===== src/rtl/deser7.sv =====
// LSB-first serial-to-parallel receiver. It assembles WIDTH-bit frames that begin at an explicit
// start marker, and it flags any partial frame that a new start marker aborts.
module deser7 #(
    parameter int WIDTH = 7,
    parameter int CW    = $clog2(WIDTH)
) (
    input  logic             clk,
    input  logic             rst,
    input  logic             din,
    input  logic             din_en,
    input  logic             start,
    output logic [WIDTH-1:0] dout,
    output logic             dout_valid,
    output logic             busy,
    output logic             frame_err
);

    typedef enum logic {
        IDLE = 1'b0,
        RECV = 1'b1
    } state_t;

    localparam logic [CW-1:0] LAST = CW'(WIDTH - 1);

    state_t           state_q, state_d;
    logic [CW-1:0]    cnt_q, cnt_d;
    logic [WIDTH-1:0] shreg_q, shreg_d;
    logic [WIDTH-1:0] dout_q, dout_d;
    logic             dout_valid_q, dout_valid_d;
    logic             frame_err_q, frame_err_d;
    logic [WIDTH-1:0] shifted;
    logic [WIDTH-1:0] first_bit;

    assign shifted   = {din, shreg_q[WIDTH-1:1]};
    assign first_bit = {din, {(WIDTH-1){1'b0}}};

    always_comb begin
        state_d      = state_q;
        cnt_d        = cnt_q;
        shreg_d      = shreg_q;
        dout_d       = dout_q;
        dout_valid_d = 1'b0;
        frame_err_d  = 1'b0;
        if (din_en) begin
            case (state_q)
                IDLE: begin
                    if (start) begin
                        shreg_d = first_bit;
                        cnt_d   = CW'(1);
                        state_d = RECV;
                    end
                end
                RECV: begin
                    if (start) begin
                        // A new marker wins over the partial frame, which is dropped.
                        frame_err_d = 1'b1;
                        shreg_d     = first_bit;
                        cnt_d       = CW'(1);
                    end else if (cnt_q == LAST) begin
                        shreg_d      = shifted;
                        dout_d       = shifted;
                        dout_valid_d = 1'b1;
                        cnt_d        = '0;
                        state_d      = IDLE;
                    end else begin
                        shreg_d = shifted;
                        cnt_d   = cnt_q + 1'b1;
                    end
                end
                default: state_d = IDLE;
            endcase
        end
    end

    always_ff @(posedge clk) begin
        if (rst) begin
            state_q      <= IDLE;
            cnt_q        <= '0;
            shreg_q      <= '0;
            dout_q       <= '0;
            dout_valid_q <= 1'b0;
            frame_err_q  <= 1'b0;
        end else begin
            state_q      <= state_d;
            cnt_q        <= cnt_d;
            shreg_q      <= shreg_d;
            dout_q       <= dout_d;
            dout_valid_q <= dout_valid_d;
            frame_err_q  <= frame_err_d;
        end
    end

    assign dout       = dout_q;
    assign dout_valid = dout_valid_q;
    assign busy       = (state_q == RECV);
    assign frame_err  = frame_err_q;

endmodule


===== config.mk =====
export PLATFORM = sky130hd
export DESIGN_NAME = deser7
export DESIGN_NICKNAME = d
export VERILOG_FILES = /design/src/rtl/deser7.sv
export SDC_FILE = /design/constraint.sdc
export NUM_CORES = 1
export LEC_CHECK = 0
export ABC_CLOCK_PERIOD_IN_PS = 1700
export CAP_MARGIN = 20
export CORE_MARGIN = 4
export CORE_UTILIZATION = 52
export DETAILED_ROUTE_END_ITERATION = 8
export GPL_TIMING_DRIVEN = 1
export PLACE_DENSITY = 0.78
export REMOVE_ABC_BUFFERS = 1
export SETUP_SLACK_MARGIN = 0.3
export SLEW_MARGIN = 30
export SYNTH_ARGS = -nofsm -noshare
export SYNTH_HDL_FRONTEND = slang
export SYNTH_SLANG_ARGS = --single-unit
export TNS_END_PERCENT = 1

===== constraint.sdc =====
create_clock -name clk -period 1.7 [get_ports clk]
set_input_delay 0.255 -clock clk [delete_from_list [all_inputs] [get_ports clk]]
set_output_delay 0.255 -clock clk [all_outputs]
set_load 0.01 [all_outputs]

Word level (Yosys, flattened, before mapping). Cells that the tools add are included.

Word-level logic and storage cells: 28. Output and inout bits: 10. Flip-flop bits (word level): 20. Input bits: 5.

Add/subtract/negate cells: 1. Bitwise operators: 3. Eq/ne operators: 2. Reduce and logical (&&, ||, !) cells: 4. Mux-type cells: 12.

Operators by type and width (count): case mux 7 bit (2 select lines) (1); two-way mux 3 bit (3); two-way mux 7 bit (1); two-way mux 6 bit (1); case mux 3 bit (2 select lines) (1); two-way mux 1 bit (4); AND reduction 4 bit (1); OR reduction 4 bit (1); adder 3 x 1 -> 3 bit (second input constant) (1); == test 3 bit (second input constant) (1); NOT 1 bit (3); OR reduction 3 bit (1); inequality test 2 bit (second input constant) (1); case mux 1 bit (2 select lines) (1); AND reduction 2 bit (1).

Depth between registers and ports, before layout. Gate-level depths: netlist (run 1).

Word-level depth: 4. Mapped depth: 4. Gate-level depth less buffers: 3.

Worst setup path after synthesis (run 1). OpenSTA, ideal clock, no wires.

Path kind: flip-flop to flip-flop. Start point: register state_q, in the netlist busy. End point: register dout_q[0], in the netlist dout[0]. Path slack: 501 ps. Buffers on the path: 1. Data required time: 1628 ps. Stages on the path, launching flop included: 5. Period minus slack after synthesis: 1199 ps. Setup time: 72 ps. Arrival: 1128 ps. Path through: dfxtp_1 and4b_1 and3_1 buf_6 mux2i_1.

Cells in the longest elaborated chain, start to end: 1.

Ends and longest elaborated chain: from (decl) (RTL line 25) `state_t state_q, state_d;`; from (signal assigned) (RTL line 84) `state_q <= state_d;`; AND reduction 4 bit (no line); to (signal assigned) (RTL line 87) `dout_q <= dout_d;`; to (decl) (RTL line 28) `logic [WIDTH-1:0] dout_q, dout_d;`.

Every way passes these cells. A chain may end at the register's enable or synchronous reset.

Worst setup path after layout (run 1).
Start point: register dout_q[0], in the netlist dout[0]. End point: output port dout[0].

RTL lines: to (decl) (RTL line 12) `output logic [WIDTH-1:0] dout,`.

No word-level cell between the ends.

==> results of run 1 <==
-- layout by cell type, fill, tap and decap left out, drive strengths merged --
master	synthesis	routed
nand2b	14	14
and4b	1	1
nor2	7	7
dlygate4sd2	0	1
nor2b	1	1
nand2	4	4
nor3b	1	1
mux2i	8	8
a31oi	1	1
a21oi	4	4
and3b	1	1
o21ai	2	2
inv	2	2
o211ai	1	1
clkdlybuf4s50	0	12
and3	1	1
nand4b	1	1
buf	2	5
dfxtp	19	19
clkbuf	2	3
clkinv	0	1
nand3b	3	3
a22oi	5	5
dlymetal6s2s	0	1
o31ai	1	1
-- path summary, 6_finish.rpt --
| path | from | endpoint | slack [ns] | cells past startpoint |
|---|---|---|---|---|
| max | dout[0]$_SDFFE_PP0P_ | dout[0] | 0.28 | 1 |
| min | dout[2]$_SDFFE_PP0P_ | dout[2]$_SDFFE_PP0P_ | 0.48 | 2 |
| max reg2reg | cnt_q[1]$_SDFFE_PP0P_ | dout[5]$_SDFFE_PP0P_ | 0.44 | 4 |
| min reg2reg | dout[2]$_SDFFE_PP0P_ | dout[2]$_SDFFE_PP0P_ | 0.48 | 2 |
-- Yosys cell counts, types with 2 or more instances --
cell type,n
a21oi_1,4
a22oi_1,5
clkbuf_1,2
dfxtp_1,19
inv_1,2
mux2i_1,8
nand2_1,4
nand2b_1,14
nand3b_1,3
nor2_1,7
-- where the power goes --
| part | switching, uW | total, uW | internal, uW | leakage [uW] |
|---|---|---|---|---|
| Sequential | 8.37 | 460 | 451 | 0.000154 |
| Clock | 132 | 219 | 87.4 | 0.0000177 |
| Combinational | 27.1 | 56.3 | 29.2 | 0.000200 |
| Total | 167 | 735 | 568 | 0.000371 |
-- cell families after synthesis --
kind of cell | synth area share [%]
buf+inv | 4.01
simple gates | 25.6
compound gates | 11.4
mux | 10.3
flops | 48.7
-- flip-flops by register name, indices dropped and copies added (netlist names) --
name / count
busy: 1
cnt_q: 3
dout: 7
dout_valid: 1
frame_err: 1
shreg_q: 6
-- routing by layer --
| layer | up-vias | routed length, um | GRT usage, % |
|---|---|---|---|
| met5 | - | 0 | 0 |
| met1 | 295 | 652 | 19.4 |
| li1 | 315 | - | - |
| met2 | 15 | 701 | 26.6 |
| met4 | 0 | 19 | 6.63 |
| met3 | 4 | 65 | 3.45 |
-- what timing repair did --
item	in CTS	in global routing
endpoints found under the setup margin	9	14
hold endpoints to repair	0	0
gates resized for setup	2	1
-- layout make-up --
class / instances / area (um^2) / share of cell area [%]
sequential: 19 / 382 / 38.8
multi-input combinational: 56 / 369 / 37.5
timing repair buffer: 19 / 179 / 18.2
clock buffer: 3 / 22.5 / 2.29
tap: 15 / 18.8 / 1.91
inverter: 2 / 7.51 / 0.763
clock inverter: 1 / 5.00 / 0.509
-- per-stage QoR --
stage	total power (uW)	cells	util, %
CTS	742	115	72.7
global placement	524	111	70.6
global route	774	115	72.8
floorplan	491	77	-
finish	735	115	72.8
detailed placement	527	111	70.6
==> impl_metrics.yaml, run 1 <==
logic_synthesis:
  synth.top_cell.area_share_pct: 48.7
  yosys_register_bits: 19
  ys_warn_count: 0
  seq_area_frac_synth_pct: 48.7
  synth_area_leader_cell: "dfxtp_1"
  synth_area_leaders: "dfxtp_1 49%, nand2b_1 11%, mux2i_1 10%, a22oi_1 4.8%, nor2_1 3.4%"
  avgSynthCellArea_um2: 9.64
  synth_cell_type_count: 23
  netlist_area_um2: 781
  synth_edf_count: 0
  async_reset_ff_share_pct: 0
  synth-main-ff-cell: "dfxtp_1"
  synthCells: 81
floorplanning:
  die-area_um2: 2190
  io_pins: 15
  core_area_um2: 1350
  die_h_um: 46.8
  die_w_um: 46.8
  start_util_pct: 57.8
  placementRows: 13
global_route:
  gr-total-overflow: 0
  grt_max_degree: 28
  grt_pass1_wl_um: 2440
  grt_pass1_vias: 590
  track_usage_pct: 15.8
  antenna_found_initial: 0
sta:
  min_period_over_period_pct: 83.7
  max_freq_mhz: 703
  slew_headroom_pct: 86.0
  worstMarginPinSlew_ns: 0.208
  final_hold_viol_count: 0
  tns_ns: 0
  fin_ws_ns: 0.278
  rsz0062_at_grt: "yes"
  drv_slew: 0
  finalClockSkew_ns: 0.0110
  setup_viol: 0
  period_needed_ns: 1.42
  whs_ns: 0.478
critical_path:
  crit_required_ns: 1.44
  critPathMaxStageDelay_ns: 0.53
  cp_max_fo: 2
  startpoint_type: "flip-flop"
  path_class: "reg2out"
  cp_slowest_cell: "clkdlybuf4s50_1"
  cp_data_arrival_time_ns: 1.17
  path_cells: "clkdlybuf4s50_1"
  path_buf_inv: 1
  endpoint_kind: "primary output"
  critPathTopFamily: "buffers and inverters"
detailed_routing:
  vias: 629
  first_pass_iters: 4
  via_per_inst: 5.47
  detail-route-antenna-nets: 0
  drtIter0Drc: 11
  routed_wl_um: 1440
  routedWlPerCell_um: 12.5
  drc: 0
power_and_ir_drop:
  power.leakage_uw: 0.000371
  powerDensity_nw_per_um2: 747
  peakVddDrop_uv: 384
status:
  status: "completed"
clocking:
  insertion_delay_ns: 0.29
  clockBufferDepth: 2
  cts_tree: "built"
  htreeDepth: 1
  clkSlewWorstSetupHoldPaths_ns: 0.11
  cts_hold_buffers: 0
  clock-sinks: 19
  clockRootBuffer: "clkbuf_4"
  post-cts-setup-buffers: 0
  cts_buffers: 3
final_layout:
  fin_nets: 106
  areaGrowthSynthToFinish_pct: 26.0
  drive_gt1_share_pct: 11.0
  fillers: 118
  n_antenna_cell: 0
  fin_area_um2: 983
place:
  gp_congestion: 0.860
  dp_hpwl_um: 1050
  place_area_um2: 953
  pre_cts_ws_ns: 0.0248
  port_buffers: 14
flow_run:
  drv_cap: 0
hold_path:
  hp-class: "reg2reg"
(Power assumes the default switching activity.)
==> run 2: changes to the inputs <==
Settings changed: ABC_CLOCK_PERIOD_IN_PS 1700 to 1350, CORE_UTILIZATION 52 to 48, PLACE_DENSITY 0.78 to 0.73.
Clock period 1.7 ns to 1.35 ns, I/O delays scaled along.
==> run 2 against run 1 <==
Sequential share of layout area shrank 1.9 points; wire length grew 2.6%; setup slack lost 0.092 ns; clock power grew 30%; power grew 28%; largest cell class is now multi-input gates; register-to-register slack lost 0.25 ns; hold slack lost 0.0016 ns.
==> impl_metrics.yaml, run 2 (synthesized netlist as in run 1, its figures left out) <==
global_route:
  gr-total-overflow: 0
  grt_max_degree: 15
  grt_pass1_vias: 533
  grt_pass1_wl_um: 2460
  track_usage_pct: 13.3
  antenna_found_initial: 0
detailed_routing:
  detail-route-antenna-nets: 0
  routedWlPerCell_um: 12.2
  via_per_inst: 5.37
  routed_wl_um: 1480
  vias: 650
  first_pass_iters: 4
  drtIter0Drc: 26
  drc: 0
clocking:
  cts_buffers: 3
  clkSlewWorstSetupHoldPaths_ns: 0.11
  clockRootBuffer: "clkbuf_4"
  htreeDepth: 1
  clock-sinks: 19
  insertion_delay_ns: 0.29
  cts_hold_buffers: 0
  cts_tree: "built"
  clockBufferDepth: 2
power_and_ir_drop:
  finalPower_uw: 939
  powerDensity_nw_per_um2: 905
  power.leakage_uw: 0.000428
  peakVddDrop_uv: 688
sta:
  tns_ns: 0
  rsz0062_at_grt: "yes"
  worstMarginPinSlew_ns: 0.240
  final_hold_viol_count: 0
  drv_slew: 0
  slew_headroom_pct: 84.0
  finalClockSkew_ns: 0.00382
  setup_viol: 0
  period_needed_ns: 1.16
  max_freq_mhz: 859
  min_period_over_period_pct: 86.2
place:
  dp_hpwl_um: 1030
  post-place-cells: 115
  gp_congestion: 0.807
  port_buffers: 14
final_layout:
  layout_commonest_cell: "dfxtp_1"
  final_cell_mix: "17 x dfxtp_1, 14 x nand2b_1, 12 x dlygate4sd2_1"
  drive_gt1_share_pct: 18.1
  fin_nets: 111
  areaGrowthSynthToFinish_pct: 32.9
  utilization_pct: 68.1
  fin_cells: 121
  n_antenna_cell: 0
  largest_register_ffs: 7
critical_path:
  path_class: "reg2reg"
  crit_end: "dout[4]$_SDFFE_PP0P_"
  endpoint_kind: "flip-flop"
  r2r_slack_ns: 0.19
  worst_r2r_path_depth: 4
  critPathMaxStageDelay_ns: 0.34
  path_cells: "and4b_1 > and3_4 > buf_12 > mux2i_4"
  setup.worst_path.start: "busy$_SDFFE_PP0P_"
  worstReg2RegStart: "busy$_SDFFE_PP0P_"
  startpoint_type: "flip-flop"
  cp_slowest_cell: "dfxtp_2"
  cp_max_fo: 8
  cp_data_arrival_time_ns: 1.40
  crit_required_ns: 1.58
  r2r-end: "dout[4]$_SDFFE_PP0P_"
floorplanning:
  die_h_um: 48.3
  die-area_um2: 2340
  core_area_um2: 1520
  placementRows: 14
  io_pins: 15
  start_util_pct: 51.2
  die_w_um: 48.3
flow_run:
  drv_cap: 0
hold_path:
  hp-class: "reg2reg"
status:
  status: "completed"
[run 2: metal layers]
| layer | global-route usage [%] | wire length, um |
|---|---|---|
| met5 | 0 | 0 |
| met1 | 17.9 | 689 |
| met4 | 6.91 | 24 |
| met2 | 19.3 | 679 |
| met3 | 3.68 | 83 |
[run 2: cell type report]
| cell class | instances | area, um^2 |
|---|---|---|
| flip-flops and latches | 19 | 383 |
| repair buffers | 24 | 213 |
| well taps | 16 | 20.0 |
| multi-input cells | 56 | 387 |
| inverters | 2 | 7.51 |
| clock buffers | 3 | 22.5 |
| fillers | 139 | 487 |
| clock inverters | 1 | 5.00 |
[run 2: through the flow]
step / cell area [um^2] / hold WS (ns) / setup WS (ns)
final: 1040 / 0.477 / 0.186
after global routing: 1040 / 0.478 / 0.127
after CTS: 1020 / 0.460 / 0.172
after detailed placement: 990 / 0.459 / -0.189
after global placement: 990 / 0.458 / -0.149
after floorplan: 757 / 0.272 / 0.0359
[run 2: what timing repair did]
item | CTS | global route
setup endpoints to repair | 25 | 25
pin swaps | 2 | 1
resized for setup | 14 | 3
buffers inserted | 1 | 1
[run 2: worst min-delay path by stage]
stage                         startpoint              endpoint  slack, ns  depth (start not counted)
CTS                                start  frame_err$_SDFF_PP0_       0.46                          3
finish              dout[0]$_SDFFE_PP0P_  dout[0]$_SDFFE_PP0P_       0.48                          2
floorplan                            rst     busy$_SDFFE_PP0P_       0.27                          1
detailed placement  dout[2]$_SDFFE_PP0P_  dout[2]$_SDFFE_PP0P_       0.46                          2
global route                       start  frame_err$_SDFF_PP0_       0.48                          3
global placement    dout[3]$_SDFFE_PP0P_  dout[3]$_SDFFE_PP0P_       0.46                          2
[run 2: power by group]
group	total [uW]	switching (uW)	leakage, uW	internal [uW]
clock	284	174	0.0000177	110
combinational	79.1	38.1	0.000256	41.0
sequential	575	6.95	0.000154	568
[run 2: worst max-delay path, delay by kind of cell (launching register included)]
family	cells	cell delay (ns)
AND/OR/NAND/NOR	2	0.42
multiplexers	1	0.20
flip-flops	1	0.34
buffers and inverters	1	0.13
